<file path="src/rtl/game_ctrl.sv">
`default_nettype none
// ============================================================================
// Module   : game_ctrl
// Purpose  : Game-flow controller that sits upstream of the ball block.
//            Debounces the start/pause button, runs the IDLE/SERVE/PLAY/
//            POINT/PAUSE/OVER sequence, ramps the ball speed and latches
//            the winner.
// Revision : 1.0 - initial release
// ============================================================================
module game_ctrl #(
  parameter int          DEBOUNCE_CYC = 500000,
  parameter int          SERVE_FRAMES = 120,
  parameter int          PAUSE_FRAMES = 60,
  parameter int          RAMP_FRAMES  = 300,
  parameter logic [21:0] PRESC_BASE   = 22'd250000,
  parameter logic [21:0] PRESC_MIN    = 22'd100000,
  parameter logic [21:0] RAMP_STEP    = 22'd10000
) (
  input  logic        CLK,
  input  logic        RST_N,
  input  logic        btn,
  input  logic        frame_tick,
  input  logic [1:0]  p1_score,
  input  logic [1:0]  p2_score,
  input  logic        gamestop,
  output logic        start,
  output logic [21:0] prescaler,
  output logic [1:0]  winner,
  output logic [2:0]  state_o
);

  localparam logic [2:0] S_IDLE  = 3'd0;
  localparam logic [2:0] S_SERVE = 3'd1;
  localparam logic [2:0] S_PLAY  = 3'd2;
  localparam logic [2:0] S_POINT = 3'd3;
  localparam logic [2:0] S_PAUSE = 3'd4;
  localparam logic [2:0] S_OVER  = 3'd5;

  localparam int DW = (DEBOUNCE_CYC > 1) ? $clog2(DEBOUNCE_CYC) : 1;
  localparam logic [DW-1:0] DEB_LAST = DW'(DEBOUNCE_CYC - 1);

  localparam int FMAX0 = (SERVE_FRAMES > PAUSE_FRAMES) ? SERVE_FRAMES : PAUSE_FRAMES;
  localparam int FMAX  = (FMAX0 > RAMP_FRAMES) ? FMAX0 : RAMP_FRAMES;
  localparam int FW    = $clog2(FMAX + 1);
  localparam logic [FW-1:0] SERVE_LAST = FW'(SERVE_FRAMES - 1);
  localparam logic [FW-1:0] PAUSE_LAST = FW'(PAUSE_FRAMES - 1);
  localparam logic [FW-1:0] RAMP_LAST  = FW'(RAMP_FRAMES - 1);

  // Smallest prescaler that can still take a full step without dropping below the floor
  localparam logic [22:0] STEP_FLOOR = {1'b0, PRESC_MIN} + {1'b0, RAMP_STEP};

  logic          sync1, sync2;
  logic          btn_lvl;
  logic [DW-1:0] deb_cnt;
  logic          press;

  logic [1:0]    p1_prev, p2_prev;
  logic          gs_prev;
  logic          score_chg, gs_rise;

  logic [2:0]    state, nstate;
  logic [FW-1:0] fcnt;
  logic          ramp;
  logic [21:0]   presc_dec;

  // Two-stage synchronizer for the asynchronous button
  always_ff @(posedge CLK or negedge RST_N) begin
    if (!RST_N) begin
      sync1 <= 1'b0;
      sync2 <= 1'b0;
    end else begin
      sync1 <= btn;
      sync2 <= sync1;
    end
  end

  // Debounce: count while the synced level disagrees with the accepted one; any bounce back restarts
  always_ff @(posedge CLK or negedge RST_N) begin
    if (!RST_N) begin
      deb_cnt <= '0;
      btn_lvl <= 1'b0;
      press   <= 1'b0;
    end else begin
      press <= (sync2 != btn_lvl) && (deb_cnt == DEB_LAST) && sync2;
      if (sync2 == btn_lvl) begin
        deb_cnt <= '0;
      end else if (deb_cnt == DEB_LAST) begin
        deb_cnt <= '0;
        btn_lvl <= sync2;
      end else begin
        deb_cnt <= deb_cnt + 1'b1;
      end
    end
  end

  // Previous copies of the ball block outputs for edge/change detection
  always_ff @(posedge CLK or negedge RST_N) begin
    if (!RST_N) begin
      p1_prev <= 2'd0;
      p2_prev <= 2'd0;
      gs_prev <= 1'b0;
    end else begin
      p1_prev <= p1_score;
      p2_prev <= p2_score;
      gs_prev <= gamestop;
    end
  end

  assign score_chg = (p1_score != p1_prev) || (p2_score != p2_prev);
  assign gs_rise   = gamestop && !gs_prev;
  assign presc_dec = ({1'b0, prescaler} >= STEP_FLOOR) ? (prescaler - RAMP_STEP) : PRESC_MIN;

  // Next-state and ramp decision; score/game-over events only matter in PLAY
  always_comb begin
    nstate = state;
    ramp   = 1'b0;
    case (state)
      S_IDLE:  if (press) nstate = S_SERVE;
      S_SERVE: if (frame_tick && fcnt == SERVE_LAST) nstate = S_PLAY;
      S_PLAY: begin
        if (gs_rise)                                nstate = S_OVER;
        else if (score_chg)                         nstate = S_POINT;
        else if (press)                             nstate = S_PAUSE;
        else if (frame_tick && fcnt == RAMP_LAST)   ramp   = 1'b1;
      end
      S_POINT: if (frame_tick && fcnt == PAUSE_LAST) nstate = S_PLAY;
      S_PAUSE: if (press) nstate = S_PLAY;
      S_OVER:  if (press) nstate = S_SERVE;
      default: nstate = S_IDLE;
    endcase
  end

  // Frame counter: cleared on every state entry and at each ramp step, else counts ticks
  always_ff @(posedge CLK or negedge RST_N) begin
    if (!RST_N) begin
      fcnt <= '0;
    end else if ((nstate != state) || ramp) begin
      fcnt <= '0;
    end else if (frame_tick) begin
      fcnt <= fcnt + 1'b1;
    end
  end

  // State register and registered outputs, all decoded from the next state
  always_ff @(posedge CLK or negedge RST_N) begin
    if (!RST_N) begin
      state     <= S_IDLE;
      start     <= 1'b0;
      prescaler <= PRESC_BASE;
      winner    <= 2'b00;
    end else begin
      state <= nstate;
      start <= (nstate == S_PLAY);
      if ((nstate == S_SERVE) || (nstate == S_POINT))
        prescaler <= PRESC_BASE;
      else if (ramp)
        prescaler <= presc_dec;
      if (nstate == S_SERVE)
        winner <= 2'b00;
      else if ((state == S_PLAY) && gs_rise)
        winner <= {(p2_prev == 2'd2), (p1_prev == 2'd2)};
    end
  end

  assign state_o = state;

endmodule
`default_nettype wire
</file>
<file path="config.mk">
export PLATFORM = sky130hd
export DESIGN_NAME = game_ctrl
export DESIGN_NICKNAME = d
export VERILOG_FILES = /design/src/rtl/game_ctrl.sv
export SDC_FILE = /design/constraint.sdc
export NUM_CORES = 1
export LEC_CHECK = 0
export BUFFER_PORTS_ARGS = -buffer_cell sky130_fd_sc_hd__buf_2
export CAP_MARGIN = 20
export CORE_MARGIN = 2
export CORE_UTILIZATION = 58
export DETAILED_ROUTE_END_ITERATION = 8
export PLACE_DENSITY_LB_ADDON = 0.15
export SLEW_MARGIN = 20
export SYNTH_ARGS = -nofsm -noshare
export SYNTH_HDL_FRONTEND = slang
export SYNTH_SLANG_ARGS = --single-unit
</file>
<file path="constraint.sdc">
create_clock -name CLK -period 2.7 [get_ports CLK]
set_input_delay 0.54 -clock CLK [delete_from_list [all_inputs] [get_ports CLK]]
set_output_delay 0.54 -clock CLK [all_outputs]
set_load 0.1 [all_outputs]
</file>
==> results of run 1 <==
## worst paths after layout
kind,from,end,slack [ns],depth (start not counted)
min,RST_N,start$_DFF_PN0_,0.24,1
min in group CLK,btn,sync1$_DFF_PN0_,0.31,1
max,fcnt[2]$_DFFE_PN0P_,prescaler[20]$_DFFE_PN0P_,0.42,6
max reg2reg,fcnt[2]$_DFFE_PN0P_,prescaler[20]$_DFFE_PN0P_,0.42,6
max in group asynchronous,RST_N,prescaler[17]$_DFFE_PN1P_,1.74,2
min reg2reg,sync1$_DFF_PN0_,sync2$_DFF_PN0_,0.35,0
## through the flow
step / power, mW / instances / utilization [%] / cell area (sq um) / hold WS (ns)
floorplan: 1.40 / 329 / - / 3160 / 0.244
global placement: 1.51 / 425 / 65.5 / 3390 / 0.334
detailed placement: 1.51 / 425 / 65.5 / 3390 / 0.337
CTS: 2.61 / 441 / 70.8 / 3660 / 0.257
global route: 2.71 / 441 / 70.8 / 3660 / 0.287
finish: 2.59 / 441 / 70.8 / 3660 / 0.237
## where the power goes
group          leakage, nW  switching (mW)  internal (mW)  total [mW]
Clock                0.136           0.360          0.732        1.09
Sequential           0.804          0.0570          0.954        1.01
Combinational        0.669           0.351          0.136       0.487
Total                 1.61           0.769           1.82        2.59
## state kept, by name, indices dropped and copies added, names as in the netlist
register / count
state_o: 3
press: 1
deb_cnt: 19
winner: 2
fcnt: 9
p2_prev: 2
start: 1
p1_prev: 2
prescaler: 18
btn_lvl: 1
sync2: 1
sync1: 1
gs_prev: 1
## cells in the mapped netlist, drive strengths merged (2+ instances only)
cell,count,area (sq um)
a21oi,10,50.1
and3,5,31.3
nand4b,2,17.5
inv,10,37.5
o311ai,5,43.8
nand2,34,135
o21ai,9,45.0
o211ai,4,30.0
o21a,2,15.0
or4bb,2,22.5
o31ai,2,15.0
nor3,17,90.1
dfstp,7,184
nor2b,3,18.8
xnor2,21,184
nor2,44,165
ha,4,50.1
mux2i,3,30.0
and4,3,26.3
xor2,16,140
clkbuf,5,18.8
a21o,4,30.0
nand3,8,40.0
nor4,6,37.5
nor3b,4,30.0
or2,3,18.8
and2,2,12.5
or3b,2,17.5
nand4,7,43.8
nand2b,3,18.8
o21bai,2,15.0
buf,7,47.6
dfrtp,54,1350
mux2,2,22.5
## worst max-delay path, cell delays in order (launching register included)
cell and delay [ns]:
dfrtp_1 0.43, or4b_4 0.56, nor3_2 0.22, and3_1 0.35, nand2_4 0.12, or4_1 0.40
mux2i_1 0.13
## cell families after synthesis
logic type	count (synthesis)	share of synthesized area [%]
flip-flops	61	48.7
other	1	0.119
AO/OA/AOI/OAI	46	9.81
buffers and inverters	22	3.30
AND/OR/NAND/NOR	150	24.5
adder cells (fa/ha/maj)	4	1.59
multiplexers	5	1.67
XOR/XNOR	37	10.3
## final cells by class
class,instances,area [sq um]
Sequential cell,61,1540
Clock buffer,10,138
Tap cell,70,87.6
Timing Repair Buffer,38,205
Multi-Input combinational cell,246,1520
Fill cell,403,1510
Clock inverter,6,134
Inverter,10,37.5
## cell usage in the layout, fill, tap and decap left out, types with 4 or more instances in the layout
cell type   n
o211ai_1    4
buf_2      32
nor2_1     44
dfrtp_1    53
dfstp_2     7
clkbuf_8   10
nor3b_1     4
ha_1        4
o21ai_1     6
buf_4       6
nand3_1     8
nor4_1      6
bufinv_16   4
nand4_1     7
nor3_1     16
xnor2_1    21
xor2_1     16
a21o_1      4
conb_1      4
nand2_1    33
and3_1      5
a21oi_1    10
inv_1      10
## routing by layer
| layer | up-vias | track usage (%) |
|---|---|---|
| li1 | 1213 | - |
| met1 | 1183 | 31.2 |
| met2 | 57 | 35.0 |
| met3 | 6 | 6.40 |
| met4 | 0 | 6.79 |
| met5 | - | 0 |
==> results.json, run 1 <==
{
  "antenna_found_initial": 0,
  "skew_ns": 0.00486,
  "maxUsedRoutingLayer": "met4",
  "crit_path_start_kind": "flip-flop",
  "end_kind": "flip-flop",
  "syn_avg_cell_area_sq_um": 9.66,
  "synth_area_sq_mm": 0.00315,
  "cts-root-buf": "clkbuf_8",
  "port_buffers": 32,
  "arrival_ns": 2.54,
  "io_pins": 37,
  "synthCells": 326,
  "die_w_um": 77.7,
  "die_area_sq_mm": 0.00603,
  "worst_slack_ns": 0.418,
  "grt_setup_unrepaired": "no",
  "nets": 379,
  "status": "finished clean",
  "htreeDepth": 3,
  "drt_iter0_drc": 165,
  "synth_warnings": 0,
  "grt_pass1_wl_um": 10800,
  "path_clk_slew_ns": 0.07,
  "clock_latency_ns": 0.33,
  "crit_type": "flip-flop to flip-flop",
  "ant_nets": 0,
  "powerDensity_mw_per_mm2": 708,
  "first_pass_iters": 4,
  "dr_wl_met2_um": 2990,
  "p_leak_nw": 1.61,
  "vdd_drop_max_v": 0.000470,
  "cts_buffers": 9,
  "fp.dieH_um": 77.7,
  "cts_setup_buffers": 0,
  "drv_cap": 0,
  "cts_tree": "built",
  "rows": 26,
  "grt_overflow": 0,
  "gp_routability_congestion": 0.912,
  "vias": 2459,
  "final_hold_viol_count": 0,
  "initial_core_util_pct": 60.9,
  "synth_top_flop_cell": "dfrtp_1",
  "max_freq_mhz": 438,
  "n_antenna_cell": 0,
  "drt-total-wl_um": 6390,
  "final-setup-viol-count": 0,
  "synth-seq-cells": 61,
  "dp_hpwl_um": 4440,
  "finalSetupTns_ns": 0,
  "syn2layout_area_growth_pct": 16.2,
  "finalWorstPathRequiredPeriod_ns": 2.28,
  "required_ns": 2.96,
  "worst-path-max-fanout": 7,
  "wl_met1_um": 3060,
  "cts_sinks": 61,
  "slew_headroom_pct": 54.3,
  "worst_pin_slew_ns": 0.677,
  "grt_pass1_vias": 2377,
  "drive_above_1_share_pct": 18.6,
  "seq_area_frac_synth_pct": 48.7,
  "vias_per_cell": 5.58,
  "pre_cts_slack_ns": 0.441,
  "synth_edf_count": 0,
  "route.detailed.wl_per_inst_um": 14.5,
  "drc": 0,
  "hold_path_class": "input pin to asynchronous set/reset pin",
  "yosysUniqueCellTypes": 54,
  "finalMaxSlewViolations": 0,
  "grt_max_degree": 33,
  "final.period_utilization_pct": 84.5,
  "wl_met3_um": 298,
  "core_area_sq_mm": 0.00517,
  "post_cts_resized": 0,
  "synthArstFlopShare_pct": 100,
  "ctsHoldBuffers": 0,
  "grt_use_total_pct": 22.7,
  "cts_buffer_depth": 2
}
Power figures use the tool's default switching activity.
==> run 2: changes to the inputs <==
==> constraint.sdc (replaced) <==
create_clock -name CLK -period 2.1 [get_ports CLK]
set_input_delay 0.42 -clock CLK [delete_from_list [all_inputs] [get_ports CLK]]
set_output_delay 0.42 -clock CLK [all_outputs]
set_load 0.1 [all_outputs]
==> run 2 against run 1 <==
Net effect: wire length increased by 8.7%; clock skew is 0.0059 ns higher; count of clock-buffer cells in the layout is the same; register-to-register slack lost 0.38 ns; final cell count rose by 4.3%; first-iteration DRC count grew 45%; non-clock buffer count increased by 19.
==> results.json, run 2 (synthesis results as in run 1) <==
{
  "largest-register": "deb_cnt",
  "end_kind": "flip-flop",
  "r2r_start": "fcnt[7]$_DFFE_PN0P_",
  "skew_ns": 0.0108,
  "finalWorstPathRequiredPeriod_ns": 2.06,
  "max_freq_mhz": 485,
  "die_w_um": 77.7,
  "cts_tree": "built",
  "die_area_sq_mm": 0.00603,
  "vias": 2606,
  "rows": 26,
  "grt_pass1_wl_um": 11600,
  "worst-path-max-fanout": 3,
  "layout_common_cells": "43 x nor2_1, 42 x dfrtp_1, 33 x nand2_1, 32 x buf_2, 23 x buf_4",
  "cts-root-buf": "clkbuf_8",
  "path_clk_slew_ns": 0.07,
  "vdd_drop_max_v": 0.000552,
  "post-route-util_pct": 76.0,
  "cts_buffer_depth": 2,
  "reg2reg_slack_ns": 0.04,
  "cts_buffers": 9,
  "gp_routability_congestion": 0.883,
  "finalMaxSlewViolations": 0,
  "drc": 0,
  "crit_chain": "or4b_4 -> nor3_4 -> and3_4 -> nand2_4 -> or4_1 -> mux2i_1",
  "port_buffers": 32,
  "pre_cts_slack_ns": 0.0135,
  "critPathLaunch": "fcnt[7]$_DFFE_PN0P_",
  "dp_hpwl_um": 4850,
  "final-setup-viol-count": 0,
  "worst_pin_slew_ns": 0.516,
  "htreeDepth": 3,
  "arrival_ns": 2.32,
  "top_regs": "deb_cnt (19), prescaler (18), fcnt (9)",
  "status": "finished clean",
  "hold_path_class": "input pin to asynchronous set/reset pin",
  "ctsHoldBuffers": 0,
  "p_leak_nw": 1.68,
  "slowest_stage": "or4b_4",
  "nets": 398,
  "critPathMaxStageDelay_ns": 0.54,
  "crit_type": "flip-flop to flip-flop",
  "route.detailed.wl_per_inst_um": 15.1,
  "grt_pass1_vias": 2504,
  "grt_setup_unrepaired": "yes",
  "fillers": 363,
  "r2r-end": "prescaler[20]$_DFFE_PN0P_",
  "drive_above_1_share_pct": 30.8,
  "fin_cells": 460,
  "fp.dieH_um": 77.7,
  "slew_headroom_pct": 65.2,
  "required_ns": 2.36,
  "grt_use_total_pct": 24.5,
  "r2r_cells": 6,
  "n_antenna_cell": 0,
  "grt_overflow": 0,
  "vias_per_cell": 5.67,
  "powerDensity_mw_per_mm2": 827,
  "layout_commonest_cell": "nor2_1",
  "grt_max_degree": 40,
  "initial_core_util_pct": 60.9,
  "clock_latency_ns": 0.34,
  "ant_nets": 0,
  "core_area_sq_mm": 0.00517,
  "cts_sinks": 61,
  "drt-total-wl_um": 6940,
  "drv_cap": 0,
  "antenna_found_initial": 0,
  "largest_reg_flops": 19,
  "io_pins": 37,
  "crit_end": "prescaler[20]$_DFFE_PN0P_",
  "dp.cells": 443,
  "worst_slack_ns": 0.0377,
  "final.period_utilization_pct": 98.2,
  "first_pass_iters": 4,
  "crit_path_start_kind": "flip-flop",
  "drt_iter0_drc": 240,
  "syn2layout_area_growth_pct": 24.9,
  "final_hold_viol_count": 0
}
==> run 2: routing by layer <==
metal	track usage, %	part of all wire [%]	up-vias
li1	-	-	1254
met1	33.6	45	1261
met2	37.4	48	81
met3	3.95	4.8	10
met4	12.7	1.6	0
met5	0	0	-
==> run 2: critical path, delay by kind of cell, from the launching register on <==
family	cells	cell delay, ns
DFF	1	0.40
muxes	1	0.15
and+or+nand+nor	5	1.44
==> run 2: report_power, final <==
| group | switching [mW] | internal [mW] | total [mW] | leakage (nW) |
|---|---|---|---|---|
| logic | 0.543 | 0.290 | 0.833 | 0.801 |
| registers | 0.0476 | 1.23 | 1.28 | 0.785 |
| clock network | 0.473 | 0.666 | 1.14 | 0.0985 |
==> run 2: area by class of cell <==
type                    instances  area, sq um  area share [%]
repair buffers                 57          373            9.48
clock inverters                 6         87.6            2.23
inverters                      10         37.5           0.955
multi-input cells             246         1660            42.2
well taps                      70         87.6            2.23
clock buffers                  10          128            3.25
flip-flops and latches         61         1560            39.7
==> run 2: repair_timing <==
| item | 4_1_cts | 5_1_grt |
|---|---|---|
| resized for setup | 3 | 5 |
| setup buffers | 0 | 1 |
| endpoints found under the setup margin | 1 | 8 |
| pin swaps | 0 | 2 |
==> run 2: stage by stage <==
stage	power [mW]	instance area (sq um)	TNS, ns	hold WS (ns)
finish	3.25	3930	0	0.0573
global route	3.39	3930	-0.0967	0.0859
CTS	3.26	3910	0	0.0614
detailed placement	2.12	3680	0	0.336
global placement	2.12	3680	0	0.334
floorplan	1.90	3330	-0.655	0.124
==> run 2: worst min-delay path by stage <==
| stage | startpoint | to | cells after the start |
|---|---|---|---|
| 2_1_floorplan | RST_N | btn_lvl$_DFFE_PN0P_ | 0 |
| 3_3_place_gp | sync1$_DFF_PN0_ | sync2$_DFF_PN0_ | 0 |
| 3_5_place_dp | sync1$_DFF_PN0_ | sync2$_DFF_PN0_ | 0 |
| 4_1_cts | RST_N | start$_DFF_PN0_ | 2 |
| 5_1_grt | RST_N | start$_DFF_PN0_ | 2 |
| 6_report | RST_N | start$_DFF_PN0_ | 2 |
